### config.mk
export PLATFORM = sky130hd
export DESIGN_NAME = stack_controller_flat
export DESIGN_NICKNAME = d
export VERILOG_FILES = /design/src/rtl/stack_controller_if.sv /design/src/rtl/stack_controller.sv /design/src/flat_wrapper.sv
export SDC_FILE = /design/constraint.sdc
export NUM_CORES = 1
export LEC_CHECK = 0
export BUFFER_PORTS_ARGS = -buffer_cell sky130_fd_sc_hd__buf_2
export CAP_MARGIN = 10
export CORE_MARGIN = 2
export CORE_UTILIZATION = 35
export DETAILED_ROUTE_END_ITERATION = 10
export PLACE_DENSITY = 0.62
export SYNTH_ARGS = -nofsm -noshare
export SYNTH_HDL_FRONTEND = slang
export SYNTH_SLANG_ARGS = --single-unit
### constraint.sdc
create_clock -name clk -period 3.28 [get_ports clk]
set_clock_uncertainty 0.1 [all_clocks]
set_input_delay 0.328 -clock clk [delete_from_list [all_inputs] [get_ports clk]]
set_output_delay 0.328 -clock clk [all_outputs]
set_load 0.05 [all_outputs]
### src/rtl/stack_controller_if.sv
// Handshake and Data Memory port bundle for the stack controller.
// slave = controller side, master = control unit / memory side.
interface stack_controller_if #(
  parameter int DATA_W = 32,
  parameter int ADDR_W = 32
);
  logic              push_req;
  logic              pop_req;
  logic [DATA_W-1:0] push_data;
  logic              clr_err;
  logic [DATA_W-1:0] mem_rdata;
  logic [ADDR_W-1:0] mem_addr;
  logic [DATA_W-1:0] mem_wdata;
  logic              mem_we;
  logic              mem_re;
  logic [DATA_W-1:0] pop_data;
  logic [ADDR_W-1:0] top;
  logic              busy;
  logic              done;
  logic              err;
  logic              overflow;
  logic              underflow;

  modport slave (
    input  push_req, pop_req, push_data, clr_err, mem_rdata,
    output mem_addr, mem_wdata, mem_we, mem_re, pop_data, top,
           busy, done, err, overflow, underflow
  );

  modport master (
    output push_req, pop_req, push_data, clr_err, mem_rdata,
    input  mem_addr, mem_wdata, mem_we, mem_re, pop_data, top,
           busy, done, err, overflow, underflow
  );
endinterface

### src/rtl/stack_controller.sv
// Push/pop sequencer for the Data Memory stack segment; owns the stack pointer.
// Every output is a register written on the transition into the state that shows it.
module stack_controller #(
  parameter int DATA_W      = 32,
  parameter int ADDR_W      = 32,
  parameter int STACK_BASE  = 256,
  parameter int STACK_LIMIT = 512
) (
  input  logic                 clk,
  input  logic                 reset,
  stack_controller_if.slave    bus
);
  localparam logic [ADDR_W-1:0] BASE  = ADDR_W'(STACK_BASE);
  localparam logic [ADDR_W-1:0] LIMIT = ADDR_W'(STACK_LIMIT);

  typedef enum logic [2:0] {IDLE, PUSH_WR, POP_RD, POP_WAIT, DONE} state_t;

  state_t            state;
  logic [ADDR_W-1:0] top_q;
  logic [ADDR_W-1:0] addr_q;
  logic [DATA_W-1:0] wdata_q;
  logic [DATA_W-1:0] pop_q;
  logic              we_q, re_q, busy_q, done_q, err_q, ovf_q, unf_q;

  always_ff @(posedge clk) begin
    if (reset) begin
      state   <= IDLE;
      top_q   <= BASE;
      addr_q  <= '0;
      wdata_q <= '0;
      pop_q   <= '0;
      we_q    <= 1'b0;
      re_q    <= 1'b0;
      busy_q  <= 1'b0;
      done_q  <= 1'b0;
      err_q   <= 1'b0;
      ovf_q   <= 1'b0;
      unf_q   <= 1'b0;
    end else begin
      we_q   <= 1'b0;
      re_q   <= 1'b0;
      done_q <= 1'b0;
      err_q  <= 1'b0;
      // Clear first so a same-cycle set event below overrides it.
      if (bus.clr_err) begin
        ovf_q <= 1'b0;
        unf_q <= 1'b0;
      end
      case (state)
        IDLE: begin
          if (bus.push_req) begin
            busy_q <= 1'b1;
            if (top_q >= LIMIT) begin
              ovf_q  <= 1'b1;
              done_q <= 1'b1;
              err_q  <= 1'b1;
              state  <= DONE;
            end else begin
              addr_q  <= top_q;
              wdata_q <= bus.push_data;
              we_q    <= 1'b1;
              state   <= PUSH_WR;
            end
          end else if (bus.pop_req) begin
            busy_q <= 1'b1;
            if (top_q <= BASE) begin
              unf_q  <= 1'b1;
              done_q <= 1'b1;
              err_q  <= 1'b1;
              state  <= DONE;
            end else begin
              addr_q <= top_q - 1'b1;
              re_q   <= 1'b1;
              state  <= POP_RD;
            end
          end
        end
        PUSH_WR: begin
          top_q  <= top_q + 1'b1;
          done_q <= 1'b1;
          state  <= DONE;
        end
        POP_RD: begin
          top_q <= top_q - 1'b1;
          state <= POP_WAIT;
        end
        POP_WAIT: begin
          // Memory read data lands one cycle after the read strobe.
          pop_q  <= bus.mem_rdata;
          done_q <= 1'b1;
          state  <= DONE;
        end
        DONE: begin
          busy_q <= 1'b0;
          state  <= IDLE;
        end
        default: begin
          busy_q <= 1'b0;
          state  <= IDLE;
        end
      endcase
    end
  end

  assign bus.mem_addr  = addr_q;
  assign bus.mem_wdata = wdata_q;
  assign bus.mem_we    = we_q;
  assign bus.mem_re    = re_q;
  assign bus.pop_data  = pop_q;
  assign bus.top       = top_q;
  assign bus.busy      = busy_q;
  assign bus.done      = done_q;
  assign bus.err       = err_q;
  assign bus.overflow  = ovf_q;
  assign bus.underflow = unf_q;
endmodule

### src/flat_wrapper.sv
// flat-port wrapper written by rule: the top's interface ports become plain ports
module stack_controller_flat 
#(
  parameter int DATA_W      = 32,
  parameter int ADDR_W      = 32,
  parameter int STACK_BASE  = 256,
  parameter int STACK_LIMIT = 512
)
  (clk, reset, bus_push_req, bus_pop_req, bus_push_data, bus_clr_err, bus_mem_rdata, bus_mem_addr, bus_mem_wdata, bus_mem_we, bus_mem_re, bus_pop_data, bus_top, bus_busy, bus_done, bus_err, bus_overflow, bus_underflow);
  stack_controller_if #(.DATA_W(DATA_W), .ADDR_W(ADDR_W)) bus_i ();
  input  logic clk;
  input  logic reset;
  input wire logic [$bits(bus_i.push_req)-1:0] bus_push_req;
  input wire logic [$bits(bus_i.pop_req)-1:0] bus_pop_req;
  input wire logic [$bits(bus_i.push_data)-1:0] bus_push_data;
  input wire logic [$bits(bus_i.clr_err)-1:0] bus_clr_err;
  input wire logic [$bits(bus_i.mem_rdata)-1:0] bus_mem_rdata;
  output wire logic [$bits(bus_i.mem_addr)-1:0] bus_mem_addr;
  output wire logic [$bits(bus_i.mem_wdata)-1:0] bus_mem_wdata;
  output wire logic [$bits(bus_i.mem_we)-1:0] bus_mem_we;
  output wire logic [$bits(bus_i.mem_re)-1:0] bus_mem_re;
  output wire logic [$bits(bus_i.pop_data)-1:0] bus_pop_data;
  output wire logic [$bits(bus_i.top)-1:0] bus_top;
  output wire logic [$bits(bus_i.busy)-1:0] bus_busy;
  output wire logic [$bits(bus_i.done)-1:0] bus_done;
  output wire logic [$bits(bus_i.err)-1:0] bus_err;
  output wire logic [$bits(bus_i.overflow)-1:0] bus_overflow;
  output wire logic [$bits(bus_i.underflow)-1:0] bus_underflow;
  assign bus_i.push_req = bus_push_req;
  assign bus_i.pop_req = bus_pop_req;
  assign bus_i.push_data = bus_push_data;
  assign bus_i.clr_err = bus_clr_err;
  assign bus_i.mem_rdata = bus_mem_rdata;
  assign bus_mem_addr = bus_i.mem_addr;
  assign bus_mem_wdata = bus_i.mem_wdata;
  assign bus_mem_we = bus_i.mem_we;
  assign bus_mem_re = bus_i.mem_re;
  assign bus_pop_data = bus_i.pop_data;
  assign bus_top = bus_i.top;
  assign bus_busy = bus_i.busy;
  assign bus_done = bus_i.done;
  assign bus_err = bus_i.err;
  assign bus_overflow = bus_i.overflow;
  assign bus_underflow = bus_i.underflow;
  stack_controller #(.DATA_W(DATA_W), .ADDR_W(ADDR_W), .STACK_BASE(STACK_BASE), .STACK_LIMIT(STACK_LIMIT)) u_core (.clk(clk), .reset(reset), .bus(bus_i));
endmodule
; Yosys cells after proc, flatten, opt, wreduce, memory -nomap -nowiden
; Index checks and enable logic that the tools add are counted.
[word_totals]
mem_bits_ro = 0
regBits = 138
n_memories = 0
latch_bits = 0
output_inout_bits = 135
input_bits = 69
ramBits = 0
wordCells = 67
[op_classes]
muxes = 29
n_addsub = 2
mul = 0
n_eq_ne = 6
reduce_logical = 11
div = 0
shifts = 0
n_bitwise = 5
order_cmp = 2
[op_table]
columns = op, count
row1 = two-way mux 32 bit, 4
row2 = one-hot mux 32 bit (2 select lines), 1
row3 = adder 32 x 1 -> 32 bit (second input constant), 1
row4 = >= comparator 32 x 10 -> 1 bit (second input constant), 1
row5 = <= comparator 32 x 9 -> 1 bit (second input constant), 1
row6 = subtractor 32 x 1 -> 32 bit (second input constant), 1
row7 = two-way mux 1 bit, 17
row8 = two-way mux 3 bit, 4
row9 = one-hot mux 3 bit (3 select lines), 1
row10 = == test 3 x 2 -> 1 bit (second input constant), 2
row11 = OR reduction 3 bit, 2
row12 = NOT 1 bit, 5
row13 = != test 2 bit (second input constant), 2
row14 = one-hot mux 1 bit (2 select lines), 2
row15 = AND reduction 4 bit, 1
row16 = nonzero test 2 bit, 2
row17 = OR reduction 2 bit, 2
row18 = OR reduction 4 bit, 1
row19 = == test 3 x 1 -> 1 bit (second input constant), 1
row20 = zero test 3 bit, 1
row21 = != test 3 bit (second input constant), 1
row22 = AND reduction 3 bit, 1
row23 = AND reduction 2 bit, 1

; Depth between registers and ports, before layout
; Gate-level depths: netlist of the first run.
[logic_depth]
ltp_word = 5
ltp_mapped = 9
ltp_nobuf = 8

; Worst setup path after synthesis of the first run
; No wires, ideal clock.
[synth_path]
path_type = reg2reg
startpoint = register u_core.top_q[24] (netlist: u_core.bus.top[24])
endpoint = register u_core.addr_q[13] (netlist: u_core.bus.mem_addr[13])
period_less_slack_ns = 3.175
setup_ns = 0.080
stages_incl_launch_ff = 10
slack_ns = 0.105
required_time_ns = 3.100
arrival_ns = 2.995
n_path_buf = 4
cell_sequence = dfxtp_1 > buf_2 > or4_4 > or4b_4 > or3_1 > buf_2 > a221o_1 > buf_6 > buf_6 > a211oi_2
[synth_between]
elab_chain_cells = 3
elab_cells_between_ends = 5
cone_classes = order compare: 2 / eq/ne: 2 / reduce/logical: 1
[synth_lines]
columns = element, line_no
row1 = start: declaration, stack_controller.sv:19  ; logic [ADDR_W-1:0] top_q;
row2 = start signal: assignment, stack_controller.sv:79  ; top_q <= top_q + 1'b1;
row3 = start signal: assignment, stack_controller.sv:84  ; top_q <= top_q - 1'b1;
row4 = >= comparator 32 x 10 -> 1 bit / <= comparator 32 x 9 -> 1 bit (equally long branches), "stack_controller.sv:53, stack_controller.sv:66"
row5 = != test 2 bit (no source line), n/a
row6 = AND reduction 4 bit (no source line) *, n/a
row7 = end signal: assignment, stack_controller.sv:59  ; addr_q <= top_q;
row8 = end signal: assignment, stack_controller.sv:72  ; addr_q <= top_q - 1'b1;
row9 = end: declaration, stack_controller.sv:20  ; logic [ADDR_W-1:0] addr_q;
; Mark *: on every way between the ends. The rest lies on a longest branch, timed or not.
; A chain may end at the register's enable or synchronous reset.

; Worst setup path after layout of the first run
[layout_path]
startpoint = register u_core.top_q[22] (netlist: u_core.bus.top[22])
endpoint = register u_core.addr_q[15] (netlist: u_core.bus.mem_addr[15])
; Same word-level chain as after synthesis.

==> reports/results.ini, run 1 <==
[critical_path]
critPathMaxFanout=35
endpoint_kind=flip-flop
path_class=reg -> reg
max_stage_delay_ns=0.55
crit_slowest_cell=or4_4
cp_data_arrival_time_ns=3.21
crit_path_end=u_core.bus.mem_addr[15]
crit_required_ns=3.43
crit_start=u_core.bus.top[22]
crit_chain=or4_4, or4b_4, or3_1, a221o_1, buf_12, nor2_1, a211oi_2
r2r_setup_slack_ns=0.22
reg2reg_depth=7
worstSetupStartpointType=flip-flop
r2r_end=u_core.bus.mem_addr[15]
crit-reg2reg-launch=u_core.bus.top[22]

[cells_and_area]
drive_above_1_share_pct=28.3
fin_area_um2=8040
fin_cells=1198
area_growth_pct=28.4
fin_nets=1032
diodes=0
final_cell_mix=buf_2 (202), nand2_1 (166), dfxtp_1 (138)
layout_commonest_cell=buf_2

[clock_network]
clock_sinks=138
cts_root_buf=clkbuf_16
worst_skew_pair.late_latency_ns=0.42
cts_tree=built
post_cts_buffers=0
cts_made_buffers=17
cts_buffer_depth=2
holdBufCountCts=0
clk_pin_slew_worst_paths_ns=0.06
cts_htree_levels=4
post_cts_resized=0

[timing]
fin_crit_ns=3.06
max_clock_freq_mhz=327
slew_headroom_pct=34.5
setup_viol=0
slew_viol_final=0
rsz0062_at_grt=no
setup-tns-final_ns=0
period_share_pct=93.3
hold_violations=0
setup_ws_ns=0.219
tightest_slew_ns=0.983

[floorplanning]
dieWidth_um=138
ios=204
dieArea_um2=19000
core_area_um2=17400
start_util_pct=35.9
rows=48
die_height_um=138

[placed_design]
placed_cells=1166
place_ws_ns=0.242
placed_area_um2=7470
place.gp.congestion=0.924
place_hpwl_um=13400
port-buffer-count=203

[pwr]
p_leak_nw=3.37
ir_worst_vdd_mv=0.508
power_density_nw_per_um2=1070

[synth]
synth.top_cell.area_share_pct=44.1
syn_inst=780
syn-cell-area_um2=6260
synth_ff_type=dfxtp_1
yosys-top-cells-area=dfxtp_1 (44%), nand2_1 (10%), a21oi_1 (6.4%)
post_synth_num_cell_types=53
synth_edf_count=0
avgSynthCellArea_um2=8.03
yosys.area.top_type=dfxtp_1
syn_nets=852
synth-seq-area-share_pct=44.1
synth.yosys.warnings=0
async_flop_share_pct=0
ys_ff_latch=138

[grt]
first_global_vias=5400
grt.total_usage_pct=19.6
gr-usage-met1_pct=27.4
grt-ovfl-total=0
use_met2_pct=28.8
grt_max_degree=91
grt_pass1_wl_um=28600
antenna_found_initial=1
grt.met3_usage_pct=5.26
grt-busiest-layer=met2

[route]
dr.pass1.iters=5
route.detailed.drc=0
avgRoutedWirePerCell_um=15.7
drtAntennaViolNets=0
vias_per_cell=5.10
drt_iter0_drc=473
vias=6108
wl_um=18900

[outcome]
status=completed

[flow_run]
drv_cap=0

[worst_hold_path]
hold_path.class=in -> reg
min_from=bus_mem_rdata[18]

[Yosys cell counts, types with 10 or more instances]
master	count
a211oi_1	12
a211oi_2	10
a21oi_1	80
clkbuf_1	55
dfxtp_1	138
nand2_1	166
nand3_1	12
nand3b_1	10
nand4_1	16
nor2_1	80
nor3_1	24
nor4_1	19
xnor2_1	27
xor2_1	32
[registers in the layout, indices dropped and copies added (netlist names)]
signal	cells
u_core.bus.pop_data	32
u_core.bus.underflow	1
u_core.bus.overflow	1
u_core.bus.mem_we	1
u_core.bus.mem_wdata	32
u_core.bus.mem_addr	32
u_core.bus.top	32
u_core.bus.err	1
u_core.state	3
u_core.bus.done	1
u_core.bus.busy	1
u_core.bus.mem_re	1
[worst max-delay path: cells and delay by family (launching register included)]
kind | cells | cell delay [ns]
AOI/OAI and AO/OA | 2 | 0.52
buffers and inverters | 1 | 0.21
DFF | 1 | 0.32
and+or+nand+nor | 4 | 1.72
[worst min-delay path by stage]
stage / slack [ns] / endpoint / depth (start not counted)
floorplan: 0.36 / u_core.bus.pop_data[0] / 2
global placement: 0.34 / u_core.bus.mem_wdata[24] / 2
detailed placement: 0.34 / u_core.bus.mem_wdata[19] / 2
CTS: 0.03 / u_core.bus.pop_data[18] / 3
global route: 0.02 / u_core.bus.pop_data[13] / 3
finish: 0.04 / u_core.bus.pop_data[18] / 3
[power breakdown]
group	switching, W	total [W]	internal, W	leakage, nW
logic	0.00310	0.00436	0.00126	1.97
clock network	0.000731	0.00183	0.00110	0.275
registers	0.000382	0.00244	0.00206	1.12
[cell families (layout without fill, tap and decap cells)]
| logic type | count (synthesis) | after routing | share of synthesized area, % |
|---|---|---|---|
| fa+ha+maj | 3 | 3 | 0.600 |
| buf+inv | 70 | 263 | 4.56 |
| compound gates | 141 | 141 | 14.8 |
| flops | 138 | 138 | 44.1 |
| mux | 1 | 1 | 0.160 |
| simple gates | 368 | 368 | 27.5 |
| xor+xnor | 59 | 59 | 8.26 |
[area by class of cell]
class                   count  area, um2
multi-input cells         572       3210
clock inverters            11       95.1
inverters                   6       22.5
repair buffers            225       1200
well taps                 225        282
fillers                  1793       9380
flip-flops and latches    138       2760
clock buffers              21        470
[through the flow]
step | hold WS (ns) | total power, W | util [%]
after floorplan | 0.364 | 0.00578 | -
after global placement | 0.335 | 0.00680 | 42.9
after detailed placement | 0.340 | 0.00683 | 42.9
after CTS | 0.0268 | 0.00869 | 46.2
after global routing | 0.0238 | 0.00918 | 46.2
final | 0.0419 | 0.00863 | 46.2
[per-layer routing]
metal	vias up	share of wire, %	routed length (um)
met4	2	1.6	303
met2	228	44	8390
met1	2824	46	8680
li1	3032	-	-
met3	22	7.8	1470
met5	-	0.069	13
Power figures use the tool's default switching activity.
==> inputs of run 2 (changes only) <==
- CORE_MARGIN: 2 -> default
- RECOVER_POWER: default -> 100
==> reports/results.ini, run 2 (synthesis gave the netlist of run 1 again) <==
[clock_network]
cts_root_buf=clkbuf_16  ; unchanged
cts_tree=built  ; unchanged
holdBufCountCts=0  ; unchanged
cts_htree_levels=4  ; unchanged
clock_sinks=138  ; unchanged
cts_buffer_depth=2  ; unchanged
cts_made_buffers=17  ; unchanged
post_cts_resized=0  ; unchanged
post_cts_buffers=0  ; unchanged
worst_skew_pair.late_latency_ns=0.41  ; was 0.42 ns
clk_pin_slew_worst_paths_ns=0.06  ; about the same

[critical_path]
crit_chain=or4_4, or4b_4, or3_1, a221o_1, buf_12, nor2_1, a211oi_2  ; unchanged
critPathMaxFanout=35  ; unchanged
worstSetupStartpointType=flip-flop  ; unchanged
crit_required_ns=3.40  ; was 3.43 ns
max_stage_delay_ns=0.55  ; about the same
path_class=reg -> reg  ; unchanged
endpoint_kind=flip-flop  ; unchanged
reg2reg_depth=7  ; unchanged
crit_slowest_cell=or4_4  ; unchanged
cp_data_arrival_time_ns=3.23  ; was 3.21 ns

[outcome]
violations=capacitance limit, slew limit
status=finished, violations left  ; was completed

[timing]
fin_crit_ns=3.11  ; was 3.06 ns
setup-tns-final_ns=0  ; unchanged
period_share_pct=94.7  ; was 93.3%
setup_viol=0  ; unchanged
max_clock_freq_mhz=322  ; was 327 MHz
slew_headroom_pct=-16.9  ; was 34.5%
setup_ws_ns=0.172  ; was 0.219 ns
hold_violations=0  ; unchanged
rsz0062_at_grt=no  ; unchanged
slew_viol_final=84  ; was 0
tightest_slew_ns=1.75  ; was 0.983 ns

[route]
route.detailed.drc=0  ; unchanged
avgRoutedWirePerCell_um=15.6  ; was 15.7 um
dr_wl_met3_um=1340  ; was 1470 um
vias=6103  ; was 6108
dr_wl_met2_um=8200  ; was 8390 um
drtAntennaViolNets=0  ; unchanged
dr.pass1.iters=5  ; unchanged
drt_iter0_drc=355  ; was 473
vias_per_cell=5.10  ; about the same
wl_um=18700  ; was 18900 um
wl_met1_um=8840  ; was 8680 um
top_layer_used=met4  ; was met5

[cells_and_area]
drive_above_1_share_pct=13.6  ; was 28.3%
layout_commonest_cell=nand2_1  ; was buf_2
area_growth_pct=26.3  ; was 28.4%
fin_nets=1032  ; unchanged
final_cell_mix=nand2_1 (166), clkbuf_1 (139), dfxtp_1 (138)  ; was buf_2 (202), nand2_1 (166), dfxtp_1 (138)
fin_area_um2=7910  ; was 8040 um2
fin_cells=1197  ; was 1198
diodes=0  ; unchanged

[placed_design]
place.gp.congestion=0.892  ; was 0.924
place_hpwl_um=13200  ; was 13400 um
port-buffer-count=203  ; unchanged
placed_area_um2=7500  ; was 7470 um2
placed_cells=1166  ; unchanged
place_ws_ns=0.233  ; was 0.242 ns

[pwr]
power_density_nw_per_um2=1110  ; was 1070 nW/um2
p_leak_nw=2.82  ; was 3.37 nW
ir_worst_vdd_mv=0.600  ; was 0.508 mV
power_w=0.00877  ; was 0.00863 W

[floorplanning]
ios=204  ; unchanged
die_height_um=136  ; was 138 um
rows=48  ; unchanged
core_area_um2=17400  ; about the same
dieWidth_um=136  ; was 138 um
start_util_pct=36.1  ; was 35.9%
dieArea_um2=18400  ; was 19000 um2

[grt]
grt_max_degree=84  ; was 91
grt-ovfl-total=0  ; unchanged
grt_pass1_wl_um=29000  ; was 28600 um
first_global_vias=5553  ; was 5400
antenna_found_initial=0  ; was 1
grt.total_usage_pct=20.1  ; was 19.6%

[flow_run]
drv_cap=1  ; was 0

[worst_hold_path]
min_path_cells=3  ; unchanged
hold_path.class=in -> reg  ; unchanged

run 2: cell count changes in the layout (fill, tap and decap cells not counted), moves of 2 or more:
cell,previous run,this run
a211oi_1,12,15
a211oi_2,10,7
buf_2,202,67
buf_4,22,15
bufinv_16,1,4
clkbuf_1,1,139
clkbuf_2,0,3
clkinv_2,5,3
clkinvlp_4,3,1
run 2: worst paths after layout:
path / startpoint / endpoint / slack (ns)
max: u_core.bus.top[22] / u_core.bus.mem_addr[20] / 0.17
min: bus_push_data[19] / u_core.bus.mem_wdata[19] / 0.05
min reg2reg: u_core.bus.mem_wdata[5] / u_core.bus.mem_wdata[5] / 0.35
max reg2reg: u_core.bus.top[22] / u_core.bus.mem_addr[20] / 0.17
run 2: critical path, delay by kind of cell, from the launching register on:
family                 cells  cell delay (ns)
buffers and inverters      1             0.21
AO/OA/AOI/OAI              2             0.52
flip-flops                 1             0.32
AND/OR/NAND/NOR            4             1.75
run 2: stage by stage:
stage | hold slack (ns) | utilization [%]
finish | 0.0499 | 45.6
floorplan | 0.364 | -
global route | 0.0376 | 45.6
CTS | 0.0301 | 46.8
global placement | 0.336 | 43.2
detailed placement | 0.340 | 43.2
run 2: power breakdown:
| part | switching [W] | leakage, nW | internal [W] |
|---|---|---|---|
| Clock | 0.000733 | 0.306 | 0.00131 |
| Sequential | 0.000389 | 1.12 | 0.00206 |
| Combinational | 0.00311 | 1.39 | 0.00116 |
run 2: layout make-up:
cell class | instances | area (um2)
clock buffer | 20 | 457
clock inverter | 11 | 169
fill | 1819 | 9450
inverter | 6 | 22.5
multi-input combinational | 572 | 3190
sequential | 138 | 2760
tap | 225 | 282
timing repair buffer | 225 | 1020
run 2: metal layers:
layer,GRT usage [%],vias to the layer above
met5,0,-
met3,4.68,29
li1,-,3045
met1,27.4,2787
met2,30.4,242
met4,8.05,0
